[src/rtl/game_pkg.sv]
// ----------------------------------------------------------------------------
// game_pkg
// Shared types and constants for the game blocks: the game-state encoding
// driven by the game FSM, the keyboard keycodes the game responds to, and
// the internal state encoding of the bird motion engine.
// ----------------------------------------------------------------------------
package game_pkg;

   // Encoding of the game FSM's game_state output; 2'b11 is unused and
   // treated like START by consumers.
   typedef enum logic [1:0] {
      START  = 2'b00,
      ACTIVE = 2'b01,
      OVER   = 2'b10
   } game_state_t;

   localparam logic [7:0] KEY_SPACE = 8'h2C;
   localparam logic [7:0] KEY_ENTER = 8'h28;

   // Internal state of the bird motion engine.
   typedef enum logic [1:0] {
      S_IDLE = 2'b00,
      S_FLY  = 2'b01,
      S_DEAD = 2'b10
   } motion_state_t;

endpackage

[src/rtl/key_edge_detect.sv]
// ----------------------------------------------------------------------------
// key_edge_detect
// Turns a level keycode into a registered one-cycle pulse on the rising edge
// of "keycode == KEY". Holding the key produces only the first pulse.
//
// Ports:
//   Clk     - system clock
//   Reset   - synchronous, active-low reset
//   keycode - current keyboard keycode (level, held while pressed)
//   pulse   - one-cycle pulse, one clock after the key first appears
// ----------------------------------------------------------------------------
module key_edge_detect #(
   parameter logic [7:0] KEY = 8'h2C
) (
   input  logic       Clk,
   input  logic       Reset,
   input  logic [7:0] keycode,
   output logic       pulse
);

   logic key_now;
   logic key_prev;

   assign key_now = (keycode == KEY);

   always_ff @(posedge Clk) begin
      if (!Reset) begin
         key_prev <= 1'b0;
         pulse    <= 1'b0;
      end else begin
         key_prev <= key_now;
         pulse    <= key_now && !key_prev;
      end
   end

endmodule

[src/rtl/bird_motion.sv]
// ----------------------------------------------------------------------------
// bird_motion
// Vertical-motion engine for the player bird. Space presses load an upward
// flap velocity, every frame tick applies gravity (capped at V_MAX) and moves
// the bird, clamped between Y_CEIL and Y_FLOOR. Touching the floor raises
// the sticky is_bottom flag, which the game FSM uses to end the game.
//
// Ports:
//   Clk           - system clock
//   Reset         - synchronous, active-low reset
//   frame_tick    - one-cycle strobe per video frame
//   game_state    - game FSM state (00 start, 01 active, 10 over, 11 = 00)
//   keycode       - current keyboard keycode
//   bird_y        - bird Y position, top of screen = 0
//   is_bottom     - sticky floor-hit flag
//   space_trigger - one-cycle pulse per Space press
// ----------------------------------------------------------------------------
module bird_motion
   import game_pkg::*;
#(
   parameter int Y_START  = 240,
   parameter int Y_FLOOR  = 440,
   parameter int Y_CEIL   = 0,
   parameter int GRAVITY  = 1,
   parameter int FLAP_VEL = -8,
   parameter int V_MAX    = 10
) (
   input  logic       Clk,
   input  logic       Reset,
   input  logic       frame_tick,
   input  logic [1:0] game_state,
   input  logic [7:0] keycode,
   output logic [9:0] bird_y,
   output logic       is_bottom,
   output logic       space_trigger
);

   localparam logic        [9:0]  Y_START10 = 10'(Y_START);
   localparam logic        [9:0]  Y_FLOOR10 = 10'(Y_FLOOR);
   localparam logic        [9:0]  Y_CEIL10  = 10'(Y_CEIL);
   localparam logic signed [10:0] FLOOR11   = 11'(Y_FLOOR);
   localparam logic signed [10:0] CEIL11    = 11'(Y_CEIL);
   localparam logic signed [6:0]  GRAV7     = 7'(GRAVITY);
   localparam logic signed [6:0]  VMAX7     = 7'(V_MAX);
   localparam logic signed [5:0]  VMAX6     = 6'(V_MAX);
   localparam logic signed [5:0]  FLAP6     = 6'(FLAP_VEL);

   motion_state_t     state, state_next;
   logic signed [5:0] v, v_d;
   logic        [9:0] y_d;
   logic              bottom_d;
   logic              flap_req, flap_d;
   logic              rearm;
   logic signed [6:0] v_sum;
   logic signed [5:0] v_new;
   logic signed [10:0] y_next;

   key_edge_detect #(
      .KEY (KEY_SPACE)
   ) u_space_edge (
      .Clk     (Clk),
      .Reset   (Reset),
      .keycode (keycode),
      .pulse   (space_trigger)
   );

   // State and motion registers.
   always_ff @(posedge Clk) begin
      if (!Reset) begin
         state     <= S_IDLE;
         bird_y    <= Y_START10;
         v         <= '0;
         is_bottom <= 1'b0;
         flap_req  <= 1'b0;
      end else begin
         state     <= state_next;
         bird_y    <= y_d;
         v         <= v_d;
         is_bottom <= bottom_d;
         flap_req  <= flap_d;
      end
   end

   // Candidate velocity and position for the next frame. y_next is 11-bit
   // signed so an overshoot above the ceiling shows up as negative rather
   // than wrapping to a large unsigned Y.
   always_comb begin
      v_sum = {v[5], v} + GRAV7;
      v_new = (v_sum > VMAX7) ? VMAX6 : v_sum[5:0];
      if (flap_req) begin
         v_new = FLAP6;
      end
      y_next = $signed({1'b0, bird_y}) + $signed({{5{v_new[5]}}, v_new});
   end

   // Next-state and motion update. A game_state change in a tick cycle takes
   // priority and suppresses motion. A Space pulse sets flap_req and wins
   // over the clear that happens when an active tick consumes the request.
   always_comb begin
      state_next = state;
      y_d        = bird_y;
      v_d        = v;
      bottom_d   = is_bottom;
      flap_d     = flap_req | space_trigger;
      rearm      = (game_state == START) || (game_state == 2'b11);

      unique case (state)
         S_IDLE: begin
            y_d      = Y_START10;
            v_d      = '0;
            bottom_d = 1'b0;
            flap_d   = 1'b0;
            if (game_state == ACTIVE) begin
               state_next = S_FLY;
            end
         end
         S_FLY: begin
            if (game_state == OVER) begin
               state_next = S_DEAD;
            end else if ((game_state == ACTIVE) && frame_tick) begin
               flap_d = space_trigger;
               if (y_next <= CEIL11) begin
                  y_d = Y_CEIL10;
                  v_d = '0;
               end else if (y_next >= FLOOR11) begin
                  y_d        = Y_FLOOR10;
                  v_d        = '0;
                  bottom_d   = 1'b1;
                  state_next = S_DEAD;
               end else begin
                  y_d = y_next[9:0];
                  v_d = v_new;
               end
            end
         end
         S_DEAD: begin
            state_next = S_DEAD;
         end
         default: begin
            state_next = S_IDLE;
         end
      endcase

      // Re-arm takes effect on the very next clock, not one cycle after
      // the state register reaches S_IDLE.
      if (rearm) begin
         state_next = S_IDLE;
         y_d        = Y_START10;
         v_d        = '0;
         bottom_d   = 1'b0;
         flap_d     = 1'b0;
      end
   end

endmodule

[config.mk]
export PLATFORM = sky130hd
export DESIGN_NAME = bird_motion
export DESIGN_NICKNAME = d
export VERILOG_FILES = /design/src/rtl/game_pkg.sv /design/src/rtl/key_edge_detect.sv /design/src/rtl/bird_motion.sv
export SDC_FILE = /design/constraint.sdc
export NUM_CORES = 1
export LEC_CHECK = 0
export CAP_MARGIN = 20
export CORE_UTILIZATION = 35
export CTS_CLUSTER_DIAMETER = 150
export CTS_CLUSTER_SIZE = 10
export DETAILED_ROUTE_END_ITERATION = 10
export GPL_ROUTABILITY_DRIVEN = 1
export PLACE_DENSITY = 0.62
export SLEW_MARGIN = 20
export SYNTH_ARGS = -nofsm -noshare
export SYNTH_HDL_FRONTEND = slang
export SYNTH_HIERARCHICAL = 1
export SYNTH_SLANG_ARGS = --single-unit
[constraint.sdc]
create_clock -name Clk -period 4.2 [get_ports Clk]
set_input_delay 0.84 -clock Clk [delete_from_list [all_inputs] [get_ports Clk]]
set_output_delay 0.84 -clock Clk [all_outputs]
set_load 0.02 [all_outputs]
==> impl_results.md <==
* Most used cell, CP: nor2_1
* Syn avg cell area at 8.20 sq um
* Commonest cells after routing, fill and taps aside: clkdlybuf4s50_1, nand2_1, dfxtp_1, a21oi_1, inv_1
* Placeable Area at 4880 sq um
* Crit path buf inv count at 0
* CTS Buf Count at 3
* Post CTS Setup Buffer Count at 0
* #FFs+latches synth at 22
* Worst Setup SP: v[0]
* Initial DRC count at 85
* DRC viols at 0
* Main synth FF type: dfxtp_1
* Routed wire per std cell at 13.4 microns
* Worst slew margin at 67.5%
* Setup Crit Path Kind: reg2reg
* Status: completed
* Reg2reg start: v[0]
* Die H at 74.3 microns
* GRT Util Overall at 17.4%
* PwrDens at 212 nW/um^2
* Total wire length at 4190 microns
* YS warnings at 6
* Critical path's slowest cell: dfxtp_1
* Root buf cell: clkbuf_8
* Clock transition at path regs at 90 ps
* Max Freq at 254 MHz
* Period minus WS final at 3940 ps
* # H-tree levels at 1
* Commonest non-fill, non-tap cell in the layout: clkdlybuf4s50_1
* HPWL Detailed at 3310 microns
* Post-synthesis cell area at 1830 sq um
* DIE AREA at 5520 sq um
* Worst-path maximum fanout at 7
* Vias in the first global route at 1,625
* Final total power at 472 uW
* FP Rows at 25
* Hold buffers post-CTS at 0
* Setup crit start kind: register
* CP top delay family: compound AO/OA/AOI/OAI gates
* Area Growth Syn to Fin at 21.3%
* Synthesized Nets at 253
* CTS tree: yes
* Sequential cell area at 440 sq um
* Hold Path Origin: state[1]
* Final setup fails at 0
* Global-route wire length before repair at 7490 microns
* Final clock skew at 3.27 ps
* Vias at 1,672
* Sequential area share after synthesis at 24.1%
* CP Capture Type: register
* I/O pin cnt at 25
* Hold_ws at 470 ps
* DR pass1 iterations at 4
* Pleak at 0.875 nW
* Asr flop ratio synth at 0%
* Layout cells sized above 1 at 11.3%
* Worst-margin pin slew at 484 ps
* Antenna violations before repair at 0
* Unrepaired setup endpoints after global routing: true
* Starting density of the core at 37.5%
* Max VDD drop at 0.141 mV
* Number of clock sinks at 22
* Post-synth EDFFs at 0
* Final Hold Fails at 0
* Worst Path Required at 4380 ps
* Worst-path cell chain: ha_1 -> xor2_1 -> nor2_1 -> nor2_1 -> a2111o_1 -> nor2_1 -> ha_1 -> fa_1 -> a211o_1 -> a21oi_1 -> o311ai_2 -> a31o_2 -> a31oi_2 -> o2111ai_4 -> o31ai_2
* Port Buf Inserts at 24
* Slew Limit Fails at 0
* Largest net degree at the start of global routing at 14
* Die W at 74.3 microns
* Multi-input gate area at 1300 sq um
* DR vias/cell at 5.32
* Synth Instances at 223
* Synth cell types at 57
* Max-cap viol count at 0
* Placer Congestion at 0.829
* Slowest stage delay, CP at 440 ps
* Post-CTS Resized at 0
* ANT cells at 0
* Period utilization at 93.8%
* Worst-Skew Late Latency at 270 ps
* Filler cells at 523
* Crit path DAT at 4120 ps
* Nets@finish at 278
* Maximum clock path buffer count at 2
* GRT overflow at 0
* DRT antenna net count at 0
* Hold Crit Class: reg2reg
-- power by group --
group | total [mW] | switching (mW) | leakage, nW | internal [mW]
combinational | 0.0553 | 0.0286 | 0.662 | 0.0267
clock | 0.204 | 0.0764 | 0.0357 | 0.127
sequential | 0.213 | 0.00190 | 0.178 | 0.211
total | 0.472 | 0.107 | 0.875 | 0.365
-- Yosys cell counts, types with 3 or more instances --
library cell | instances | share of area, %
a211oi_1 | 5 | 2.1
a21oi_1 | 21 | 5.7
a31o_1 | 3 | 1.4
and2_1 | 5 | 1.7
dfxtp_1 | 22 | 24
ha_1 | 16 | 11
inv_1 | 19 | 3.9
mux2i_1 | 3 | 1.6
nand2_1 | 23 | 4.7
nand2b_1 | 3 | 1.0
nand3_1 | 4 | 1.1
nor2_1 | 14 | 2.9
nor2b_1 | 3 | 1.0
nor3_1 | 5 | 1.4
o211ai_1 | 3 | 1.2
o21a_1 | 3 | 1.2
o21ai_0 | 4 | 1.1
o21ai_1 | 14 | 3.8
xnor2_1 | 4 | 1.9
xor2_1 | 4 | 1.9
-- registers in the layout (all words and copies together) (netlist names) --
register and cells:
state 2, v 6, is_bottom 1, bird_y 10
u_space_edge/pulse 1, flap_req 1, u_space_edge/key_prev 1
-- cell families after synthesis --
logic type      after synthesis  synth area share, %
fa+ha+maj                    17                 12.0
simple gates                 69                 19.5
mux                           3                 1.64
xor+xnor                      9                 4.72
buf+inv                      25                 6.02
flops                        22                 24.1
compound gates               78                 32.0
-- cell type report --
cell class / count / share of cell area, %
Sequential cell: 22 / 19.8
Clock buffer: 3 / 1.86
Multi-Input combinational cell: 176 / 58.5
Clock inverter: 1 / 1.35
Tap cell: 67 / 3.78
Timing Repair Buffer: 26 / 11.5
Inverter: 19 / 3.21
-- per-layer routing --
layer | vias to the layer above | part of all wire [%] | global-route usage, %
li1 | 867 | - | -
met1 | 770 | 46 | 22.9
met2 | 33 | 49 | 30.0
met3 | 2 | 4.5 | 2.98
met4 | 0 | 0.52 | 3.35
met5 | - | 0 | 0
-- path summary, 6_finish.rpt --
check | slack, ps | depth (start not counted) | end
setup reg to reg | 260 | 15 | v[1]
hold reg to reg | 470 | 2 | state[1]
hold / removal | 470 | 2 | state[1]
setup / recovery | 260 | 15 | v[1]
-- worst register-to-register path, cell delays in order (launching register included) --
cell,delay (ps)
dfxtp_1,440
ha_1,300
xor2_1,200
nor2_1,70
nor2_1,130
a2111o_1,230
nor2_1,70
ha_1,220
fa_1,440
a211o_1,320
a21oi_1,190
o311ai_2,170
a31o_2,280
a31oi_2,330
o2111ai_4,240
o31ai_2,240
-- stage by stage --
step	area [sq um]	setup TNS [ps]	utilization, %	cells	setup WS [ps]
global placement	2130	0	43.6	310	349
detailed placement	2130	0	43.6	310	250
CTS	2200	0	45.1	314	184
global route	2220	-181	45.5	314	-74.2
finish	2220	0	45.5	314	262
floorplan	1830	0	-	223	690
No activity file was read; power rests on OpenSTA's default activity.
